==> config.mk <==
export PLATFORM = sky130hd
export DESIGN_NAME = modinv
export DESIGN_NICKNAME = d
export VERILOG_FILES = /design/src/rtl/modinv_pkg.sv /design/src/rtl/divide.sv /design/src/rtl/modinv_seq_mul.sv /design/src/rtl/modinv.sv
export SDC_FILE = /design/constraint.sdc
export NUM_CORES = 1
export LEC_CHECK = 0
export ABC_AREA = 1
export CORE_ASPECT_RATIO = 1.75
export CORE_MARGIN = 2
export CORE_UTILIZATION = 65
export DETAILED_ROUTE_END_ITERATION = 8
export DONT_BUFFER_PORTS = 1
export PLACE_DENSITY = 0.8
export SYNTH_ARGS = -nofsm -noshare
export SYNTH_HDL_FRONTEND = slang
export SYNTH_SLANG_ARGS = --single-unit
==> constraint.sdc <==
create_clock -name clk -period 6.4 [get_ports clk]
set_input_delay 0.96 -clock clk [delete_from_list [all_inputs] [get_ports clk]]
set_output_delay 0.96 -clock clk [all_outputs]
set_load 0.005 [all_outputs]
==> src/rtl/modinv_pkg.sv <==
// Shared definitions for the modular-inverse block: controller states and
// the operand-width convention (operands are twice the half width).
package modinv_pkg;

  localparam int WIDTH_DEF = 8;
  localparam int OPW_DEF   = 2 * WIDTH_DEF;

  typedef enum logic [2:0] {
    S_IDLE,
    S_DIV,
    S_MUL,
    S_UPD,
    S_FIX,
    S_DONE
  } state_t;

  function automatic int opw(input int width);
    return 2 * width;
  endfunction

endpackage

==> src/rtl/divide.sv <==
// Team restoring divider: one quotient bit per cycle, start/finish handshake.
// quotient/remainder are valid while finish is high and held afterwards.
module Divide #(
  parameter int WIDTH = 16
) (
  input  logic             clk,
  input  logic             rst_n,
  input  logic             start,
  input  logic [WIDTH-1:0] dividend,
  input  logic [WIDTH-1:0] divisor,
  output logic [WIDTH-1:0] quotient,
  output logic [WIDTH-1:0] remainder,
  output logic             finish
);

  localparam int CW = $clog2(WIDTH + 1);

  logic [CW-1:0] count;
  logic          active;
  logic [WIDTH:0] rem_sh;

  // Partial remainder shifted left with the next dividend bit brought in.
  assign rem_sh = {remainder, quotient[WIDTH-1]};

  // NOTE: every register here is sequential state, so all updates are non-blocking.
  always_ff @(posedge clk or negedge rst_n) begin
    if (!rst_n) begin
      quotient  <= '0;
      remainder <= '0;
      count     <= '0;
      active    <= 1'b0;
      finish    <= 1'b0;
    end else begin
      finish <= 1'b0;
      if (start) begin
        quotient  <= dividend;
        remainder <= '0;
        count     <= CW'(WIDTH);
        active    <= 1'b1;
      end else if (active) begin
        if (rem_sh >= {1'b0, divisor}) begin
          remainder <= WIDTH'(rem_sh - {1'b0, divisor});
          quotient  <= {quotient[WIDTH-2:0], 1'b1};
        end else begin
          remainder <= rem_sh[WIDTH-1:0];
          quotient  <= {quotient[WIDTH-2:0], 1'b0};
        end
        count <= count - 1'b1;
        if (count == CW'(1)) begin
          active <= 1'b0;
          finish <= 1'b1;
        end
      end
    end
  end

endmodule

==> src/rtl/modinv_seq_mul.sv <==
// Unsigned shift-add multiplier, one multiplier bit per cycle. The product is
// kept modulo 2**PW so callers can size it to the range they actually need.
module seq_mul #(
  parameter int WIDTH = 16,
  parameter int PW    = 2 * WIDTH
) (
  input  logic             clk,
  input  logic             rst_n,
  input  logic             start,
  input  logic [WIDTH-1:0] a,
  input  logic [WIDTH-1:0] b,
  output logic [PW-1:0]    product,
  output logic             finish
);

  localparam int CW = $clog2(WIDTH + 1);

  logic [PW-1:0]    a_sh;
  logic [WIDTH-1:0] b_sh;
  logic [CW-1:0]    count;
  logic             active;

  always_ff @(posedge clk or negedge rst_n) begin
    if (!rst_n) begin
      product <= '0;
      a_sh    <= '0;
      b_sh    <= '0;
      count   <= '0;
      active  <= 1'b0;
      finish  <= 1'b0;
    end else begin
      finish <= 1'b0;
      if (start) begin
        product <= '0;
        a_sh    <= PW'(a);
        b_sh    <= b;
        count   <= CW'(WIDTH);
        active  <= 1'b1;
      end else if (active) begin
        if (b_sh[0]) product <= product + a_sh;
        a_sh  <= a_sh << 1;
        b_sh  <= b_sh >> 1;
        count <= count - 1'b1;
        if (count == CW'(1)) begin
          active <= 1'b0;
          finish <= 1'b1;
        end
      end
    end
  end

endmodule

==> src/rtl/modinv.sv <==
// d = e^-1 mod phi by iterative extended Euclid: Divide supplies q/rem each
// round, seq_mul forms q*t, and the final Bezout coefficient is folded into [0, phi).
module modinv
  import modinv_pkg::*;
#(
  parameter int WIDTH = WIDTH_DEF
) (
  input  logic                 clk,
  input  logic                 rst,
  input  logic                 start,
  input  logic [2*WIDTH-1:0]   e,
  input  logic [2*WIDTH-1:0]   phi,
  output logic [2*WIDTH-1:0]   d,
  output logic                 finish,
  output logic                 err,
  output logic                 busy
);

  localparam int OPW = opw(WIDTH);

  state_t state, state_nx;

  logic [OPW-1:0]        r_old, r, q, rem, phi_l;
  logic signed [OPW:0]   t_old, t, prod;
  logic                  err_flag, div_start, mul_start;
  logic [OPW-1:0]        div_q, div_rem, t_mag;
  logic                  div_finish, mul_finish;
  logic [OPW:0]          mul_p, fix_pos;
  logic                  fix_ge, legal;

  assign legal = (phi >= OPW'(2)) && (e != '0) && (e < phi);

  // |t| fits in OPW bits because the Euclid bound keeps |t| <= phi.
  assign t_mag = t[OPW] ? (~t[OPW-1:0] + 1'b1) : t[OPW-1:0];

  assign fix_pos = t[OPW] ? ($unsigned(t) + {1'b0, phi_l}) : $unsigned(t);
  assign fix_ge  = fix_pos[OPW] || (fix_pos[OPW-1:0] >= phi_l);

  Divide #(.WIDTH(OPW)) u_div (
    .clk       (clk),
    .rst_n     (~rst),
    .start     (div_start),
    .dividend  (r_old),
    .divisor   (r),
    .quotient  (div_q),
    .remainder (div_rem),
    .finish    (div_finish)
  );

  seq_mul #(.WIDTH(OPW), .PW(OPW + 1)) u_mul (
    .clk     (clk),
    .rst_n   (~rst),
    .start   (mul_start),
    .a       (div_q),
    .b       (t_mag),
    .product (mul_p),
    .finish  (mul_finish)
  );

  always_ff @(posedge clk) begin
    if (rst) state <= S_IDLE;
    else     state <= state_nx;
  end

  // NOTE: defaults first so no path through the case leaves a signal unassigned (no latches).
  always_comb begin
    state_nx  = state;
    mul_start = 1'b0;
    unique case (state)
      S_IDLE: if (start) state_nx = legal ? S_DIV : S_DONE;
      S_DIV: begin
        if (div_finish) begin
          if (div_rem != '0) begin
            state_nx  = S_MUL;
            mul_start = 1'b1;
          end else begin
            state_nx = (r == OPW'(1)) ? S_FIX : S_DONE;
          end
        end
      end
      S_MUL:   if (mul_finish) state_nx = S_UPD;
      S_UPD:   state_nx = S_DIV;
      S_FIX:   state_nx = S_DONE;
      S_DONE:  state_nx = S_IDLE;
      default: state_nx = S_IDLE;
    endcase
  end

  always_ff @(posedge clk) begin
    if (rst) begin
      r_old     <= '0;
      r         <= '0;
      t_old     <= '0;
      t         <= '0;
      q         <= '0;
      rem       <= '0;
      prod      <= '0;
      phi_l     <= '0;
      err_flag  <= 1'b0;
      div_start <= 1'b0;
      d         <= '0;
      finish    <= 1'b0;
      err       <= 1'b0;
      busy      <= 1'b0;
    end else begin
      finish    <= 1'b0;
      err       <= 1'b0;
      div_start <= 1'b0;
      unique case (state)
        S_IDLE: begin
          if (start) begin
            busy     <= 1'b1;
            d        <= '0;
            err_flag <= !legal;
            if (legal) begin
              r_old     <= phi;
              r         <= e;
              t_old     <= '0;
              t         <= {{OPW{1'b0}}, 1'b1};
              phi_l     <= phi;
              div_start <= 1'b1;
            end
          end
        end
        S_DIV: begin
          if (div_finish) begin
            q   <= div_q;
            rem <= div_rem;
            if (div_rem == '0 && r != OPW'(1)) err_flag <= 1'b1;
          end
        end
        S_MUL: if (mul_finish) prod <= t[OPW] ? -$signed(mul_p) : $signed(mul_p);
        S_UPD: begin
          r_old     <= r;
          r         <= rem;
          t_old     <= t;
          t         <= t_old - prod;
          div_start <= 1'b1;
        end
        S_FIX: d <= fix_ge ? (fix_pos[OPW-1:0] - phi_l) : fix_pos[OPW-1:0];
        S_DONE: begin
          finish <= 1'b1;
          err    <= err_flag;
          busy   <= 1'b0;
          if (err_flag) d <= '0;
        end
        default: ;
      endcase
    end
  end

endmodule
Word-level counts from Yosys, hierarchy flattened:

Cells that the tools add are included.

* shifts and indexed selects: 0
* reductions and logical operators: 26
* add/sub/neg operators: 9
* order comparisons: 4
* div/mod/pow operators: 0
* $mul: 0
* eq/ne operators: 15
* bitwise gates (word level): 2
* multiplexer cells: 68

Operators by type and width (count)
* 2-to-1 mux 16 bit: 15
* 2-to-1 mux 17 bit: 11
* one-hot mux 17 bit (2 select lines): 2
* one-hot mux 16 bit (2 select lines): 2
* one-hot mux 16 bit (3 select lines): 1
* nonzero test 16 bit: 2
* subtractor 16 bit: 2
* 2-to-1 mux 1 bit: 24
* 2-to-1 mux 5 bit: 4
* adder 17 x 16 -> 17 bit: 1
* adder 17 bit: 1
* >= comparator 17 x 16 -> 1 bit: 1
* negation 17 bit: 1
* subtractor 17 bit: 1
* adder 16 x 1 -> 16 bit (second input constant): 1
* == test 16 x 1 -> 1 bit (second input constant): 1
* >= comparator 16 bit: 1
* >= comparator 16 x 2 -> 1 bit (second input constant): 1
* zero test 16 bit: 1
* < comparator 16 bit: 1
* inequality test 16 x 1 -> 1 bit (second input constant): 1
* NOT 16 bit: 1
* 2-to-1 mux 3 bit: 5
* one-hot mux 3 bit (5 select lines): 1
* other kinds (19): 42

* logic and storage cells: 149
* bits in writable memories: 0
* bits in latches: 0
* output and inout port bits: 19
* memory bits (read-only): 0
* input port bits: 35
* memories kept: 0
* register bits: 235

Longest topological paths before layout:

* depth in word-level cells: 6
* depth in mapped cells: 25
* gate-level depth less buffers: 24

Cells and area by module:

A second synthesis with hierarchy kept.

* cell total of the unflattened synthesis: 2593
* area, all modules: 16662.2 um^2

By module, submodules not included
* modinv: area an instance 10287.4 um^2, instances 1, seq. area each 2782.7 um^2, cells each 1696
* seq_mul: area an instance 3360.7 um^2, instances 1, seq. area each 1426.4 um^2, cells each 447
* Divide: area an instance 3014.1 um^2, instances 1, seq. area each 975.9 um^2, cells each 450

Least setup slack after synthesis:

No wires, ideal clock.

* kind: in2reg
* from: input port rst
* to: register prod[8]
* library setup time: 0.074 ns
* path buffers: 2
* required time: 6.326 ns
* data arrival time: 4.888 ns
* setup slack: 1.438 ns
* stages: 5
* cell sequence: inv_1 > clkbuf_1 > clkbuf_1 > o221ai_1 > inv_1

RTL lines
* start: declaration: RTL line modinv.sv:9 `input logic rst,`
* end signal: assignment: RTL line modinv.sv:132 `S_MUL: if (mul_finish) prod <= t[OPW] ? -$signed(mul_p) : $signed(mul_p);`
* end: declaration: RTL line modinv.sv:24 `logic signed [OPW:0] t_old, t, prod;`

No word-level cell between the ends.

Final worst setup path:

* from: register t[8]
* to: register d[14]

* cells in the longest elaborated chain, start to end: 6
* elaborated cells on any way between the ends: 7
* those cells by class: add/sub (2); order compare (1); mux (3); reduce/logical (1)

RTL lines
* start: declaration: RTL line modinv.sv:24
* start signal: assignment: RTL line modinv.sv:119 `t <= {{OPW{1'b0}}, 1'b1};`
* start signal: assignment: RTL line modinv.sv:137 `t <= t_old - prod;`
* adder 17 x 16 -> 17 bit: RTL line modinv.sv:36 `assign fix_pos = t[OPW] ? ($unsigned(t) + {1'b0, phi_l}) : $unsigned(t);`
* 2-to-1 mux 17 bit (*): RTL line modinv.sv:36
* >= comparator 16 bit: RTL line modinv.sv:37 `assign fix_ge = fix_pos[OPW] || (fix_pos[OPW-1:0] >= phi_l);`
* logical OR 1 bit: RTL line modinv.sv:37
* 2-to-1 mux 16 bit (*): RTL line modinv.sv:140 `S_FIX: d <= fix_ge ? (fix_pos[OPW-1:0] - phi_l) : fix_pos[OPW-1:0];`
* one-hot mux 16 bit (3 select lines) (*): RTL line modinv.sv:109 `unique case (state)`
* end signal: assignment: RTL line modinv.sv:140
* end: declaration: RTL line modinv.sv:13 `output logic [2*WIDTH-1:0] d,`

Every way passes the cells marked *; elsewhere a longest branch is shown, timed or not.
A chain may end at the register's enable or synchronous reset.

==> key figures <==
Status
  – Status: completed

Floorplan
  – Total core area: 0.0245 mm2
  – Initial core utilization: 0.661
  – Ports: 54
  – Row count: 76
  – Die Footprint: 0.0263 mm2
  – Die W: 123 um
  – Die height: 213 um

CTS
  – Post-CTS Setup Inserts: 0
  – Clk pin slew, worst setup/hold paths: 0.07 ns
  – CTS root buffer: clkbuf_16
  – Clk Latency, worst-skew pair: 0.54 ns
  – CTS sink cnt: 235
  – CTS max path bufs: 3
  – CTS tree: yes
  – H-tree levels: 1
  – Hold-fix buffers, CTS: 0
  – CTS Buf Count: 23
  – Resized cells post-CTS: 0

Worst setup path
  – Slowest-stage cell, CP: dfxtp_1
  – Most Frequent Cell on Critical Path: nand2_1
  – CP delay by family, top: simple AND/OR/NAND/NOR gates
  – Worst Setup End Kind: register
  – Worst-path maximum fanout: 16
  – Critical path arrival: 5.19 ns
  – Worst setup SP type: register
  – Crit path required time: 6.83 ns
  – Max incr delay on CP: 0.57 ns
  – Critical path class: register to register
  – Worst-path cell chain: ha_1, nand2_1, inv_1, nand2_1, nand2_1, a21oi_1, nand2_1, nand2_1, nand3_1, nand2_1, ha_1, nand2_1, nand2_1, nand2_1, nand2_1, a21oi_1, nand3_1, nor2_4, nand3_1, nand2_1, a21oi_1
  – Buf+Inv Stages, Crit Path: 1

Finish
  – Commonest non-fill, non-tap cell in the layout: nand2_1
  – Most frequent cells in the layout: nand2_1, inv_1, nor2_1
  – # nets final: 2578
  – Antenna diode count: 0
  – Layout cells sized above 1: 0.0338
  – Synthesis-to-finish area growth: 5.03%

Timing
  – Relative slew margins: 0.175
  – Final min period: 4.77 ns
  – Final setup violation count: 0
  – Worst Slack Setup Final: 1.63 ns
  – Worst slew pin tran: 1.22 ns
  – Fmax: 210 MHz
  – Fin. Hold Viols: 0
  – RSZ-0062 raised after global routing: no
  – Max Transition Viols Final: 0
  – Sum Neg Setup Slack: 0 ns
  – Clock Skew: 0.0118 ns
  – Period utilisation layout: 0.745

Drt
  – Drt drc: 0
  – Vias/cell: 5.90
  – Initial DRC Count: 1901
  – Via count: 16300
  – First drt pass iteration count: 6
  – Post-Route WL: 53600 um
  – Routed len/inst: 19.4 um
  – Post-detailed-route count of antenna-violating nets: 0

Global route
  – Vias in the first global route: 15400
  – GR Util All Layers: 0.418
  – Initial antenna violation count: 2
  – First-pass GRT wire length: 83900 um
  – Largest net degree at the start of global routing: 98
  – Global route overflow: 0

Power
  – Switch Pwr: 4390 uW
  – Cell-internal power: 4220 uW
  – Sw Share: 0.510
  – Comb power frac: 0.576
  – Worst ir drop on vdd: 0.378 mV
  – PwrDens: 506 mW/mm2
  – Pleak: 0.00884 uW
  – Flop pwr share: 0.259
  – Clk pwr share: 0.165

Logic synthesis
  – Mapped Nets: 2634
  – Sequential fraction of the synthesis area: 0.320
  – Number of enable flip-flop cells after synthesis: 0
  – Warnings from Yosys: 0
  – Post-synthesis mux area share: 0
  – Number of library cell types mapped by synthesis: 52
  – Area of the mapped netlist: 0.0162 mm2
  – Synth async-reset ratio: 0.409
  – Post-synthesis xor/xnor area fraction: 0.0254
  – Main combinational cell family by area after synthesis: simple AND/OR/NAND/NOR gates
  – Synth Flop Type: dfxtp_1
  – Synth Area in Simple Gates: 0.325
  – Post-Synth Adder-Cell Area: 0.0842
  – Post-Syn Area per Cell: 6.50 um2
  – Post-Syn Instances: 2493
  – Compound-Gate Fraction of Synth Area: 0.136
  – Seq cells post-synth: 235

Placed design
  – Port Buf Inserts: 0
  – Routability cong.: 1.02
  – Pre-CTS setup slack: 2.60 ns
  – Post-DP HPWL: 37700 um

Min path
  – Min-Delay Path Class: input port to async pin

Flow run
  – Max-cap violations: 0
[routing by layer]
metal	up-vias	wire, um	track usage
met5	-	13	0
met4	2	4740	0.301
met3	229	5340	0.139
met2	679	24400	0.654
met1	7548	19100	0.471
li1	7868	-	-
[worst reg2reg max path, cell delays in order, from the launching register on]
cell	delay, ns
dfxtp_1	0.57
ha_1	0.43
nand2_1	0.29
inv_1	0.07
nand2_1	0.07
nand2_1	0.25
a21oi_1	0.29
nand2_1	0.07
nand2_1	0.06
nand3_1	0.46
nand2_1	0.21
ha_1	0.32
nand2_1	0.10
nand2_1	0.06
nand2_1	0.08
nand2_1	0.06
a21oi_1	0.16
nand3_1	0.14
nor2_4	0.36
nand3_1	0.38
nand2_1	0.18
a21oi_1	0.07
[state kept, by name, indices dropped and copies added, names as in the netlist, 16 cells and up]
register,count
prod,17
d,16
r,16
r_old,16
u_mul.b_sh,16
phi_l,16
u_div.quotient,16
u_div.remainder,16
t,17
rem,16
u_mul.a_sh,17
t_old,17
u_mul.product,17
[area by class of cell]
type | count | area (um2)
multi-input combinational | 1811 | 9250
fill | 2217 | 7510
sequential | 235 | 5180
inverter | 355 | 1340
clock buffer | 35 | 702
tap | 312 | 390
timing repair buffer | 11 | 82.6
clock inverter | 7 | 72.6
[synthesized netlist by cell type (10+ instances only)]
master,number,area [um2]
a21oi_1,172,861
inv_1,342,1280
nand2_1,704,2640
nand4_1,28,175
inv_2,11,41.3
xor2_1,32,280
ha_1,101,1260
o21ai_0,150,751
xnor2_1,15,131
buf_2,21,105
clkbuf_1,49,184
nor3_1,15,75.1
dfrtp_1,96,2400
o21ai_1,20,100
nand3_1,208,1040
nand3b_1,17,128
dfxtp_1,139,2780
buf_1,10,37.5
o211ai_1,13,97.6
nor2_1,248,931
[stage by stage]
step	instance area [um2]	hold WS [ns]	utilization	std cells	power [uW]
final	17000	0.360	0.694	2766	8610
after global routing	17000	0.378	0.694	2766	9280
after CTS	17000	0.345	0.694	2766	8310
after detailed placement	16200	0.470	0.662	2724	6870
after global placement	16200	0.462	0.662	2724	6780
after floorplan	16200	0.442	-	2493	5760
[kinds of logic (layout without fill, tap and decap cells)]
kind of cell,Yosys count,in the layout
flip-flops,235,235
XOR/XNOR,47,47
adder cells (fa/ha/maj),106,106
AO/OA/AOI/OAI,406,406
buffers and inverters,447,408
AND/OR/NAND/NOR,1252,1252
[final timing paths]
path / start / end / slack [ns] / cells after the start
max in group asynchronous: rst / u_mul.product[11]$_DFFE_PP0P_ / 4.88 / 2
min in group clk: d[1]$_SDFFE_PP0P_ / d[1]$_SDFFE_PP0P_ / 0.48 / 2
setup / recovery: t[8]$_SDFFE_PP0P_ / d[14]$_SDFFE_PP0P_ / 1.63 / 21
hold / removal: rst / u_div.remainder[15]$_DFFE_PP0P_ / 0.36 / 1
setup reg to reg: t[8]$_SDFFE_PP0P_ / d[14]$_SDFFE_PP0P_ / 1.63 / 21
hold reg to reg: d[1]$_SDFFE_PP0P_ / d[1]$_SDFFE_PP0P_ / 0.48 / 2
[power by group through the flow]
stage | sequential, uW | clock, uW | combinational, uW
after floorplan | 2080 | 0 | 3680
after global placement | 2210 | 0 | 4570
after detailed placement | 2230 | 0 | 4640
after CTS | 2200 | 1420 | 4680
after global routing | 2260 | 1470 | 5540
final | 2230 | 1420 | 4960
Power figures use the tool's default switching activity.
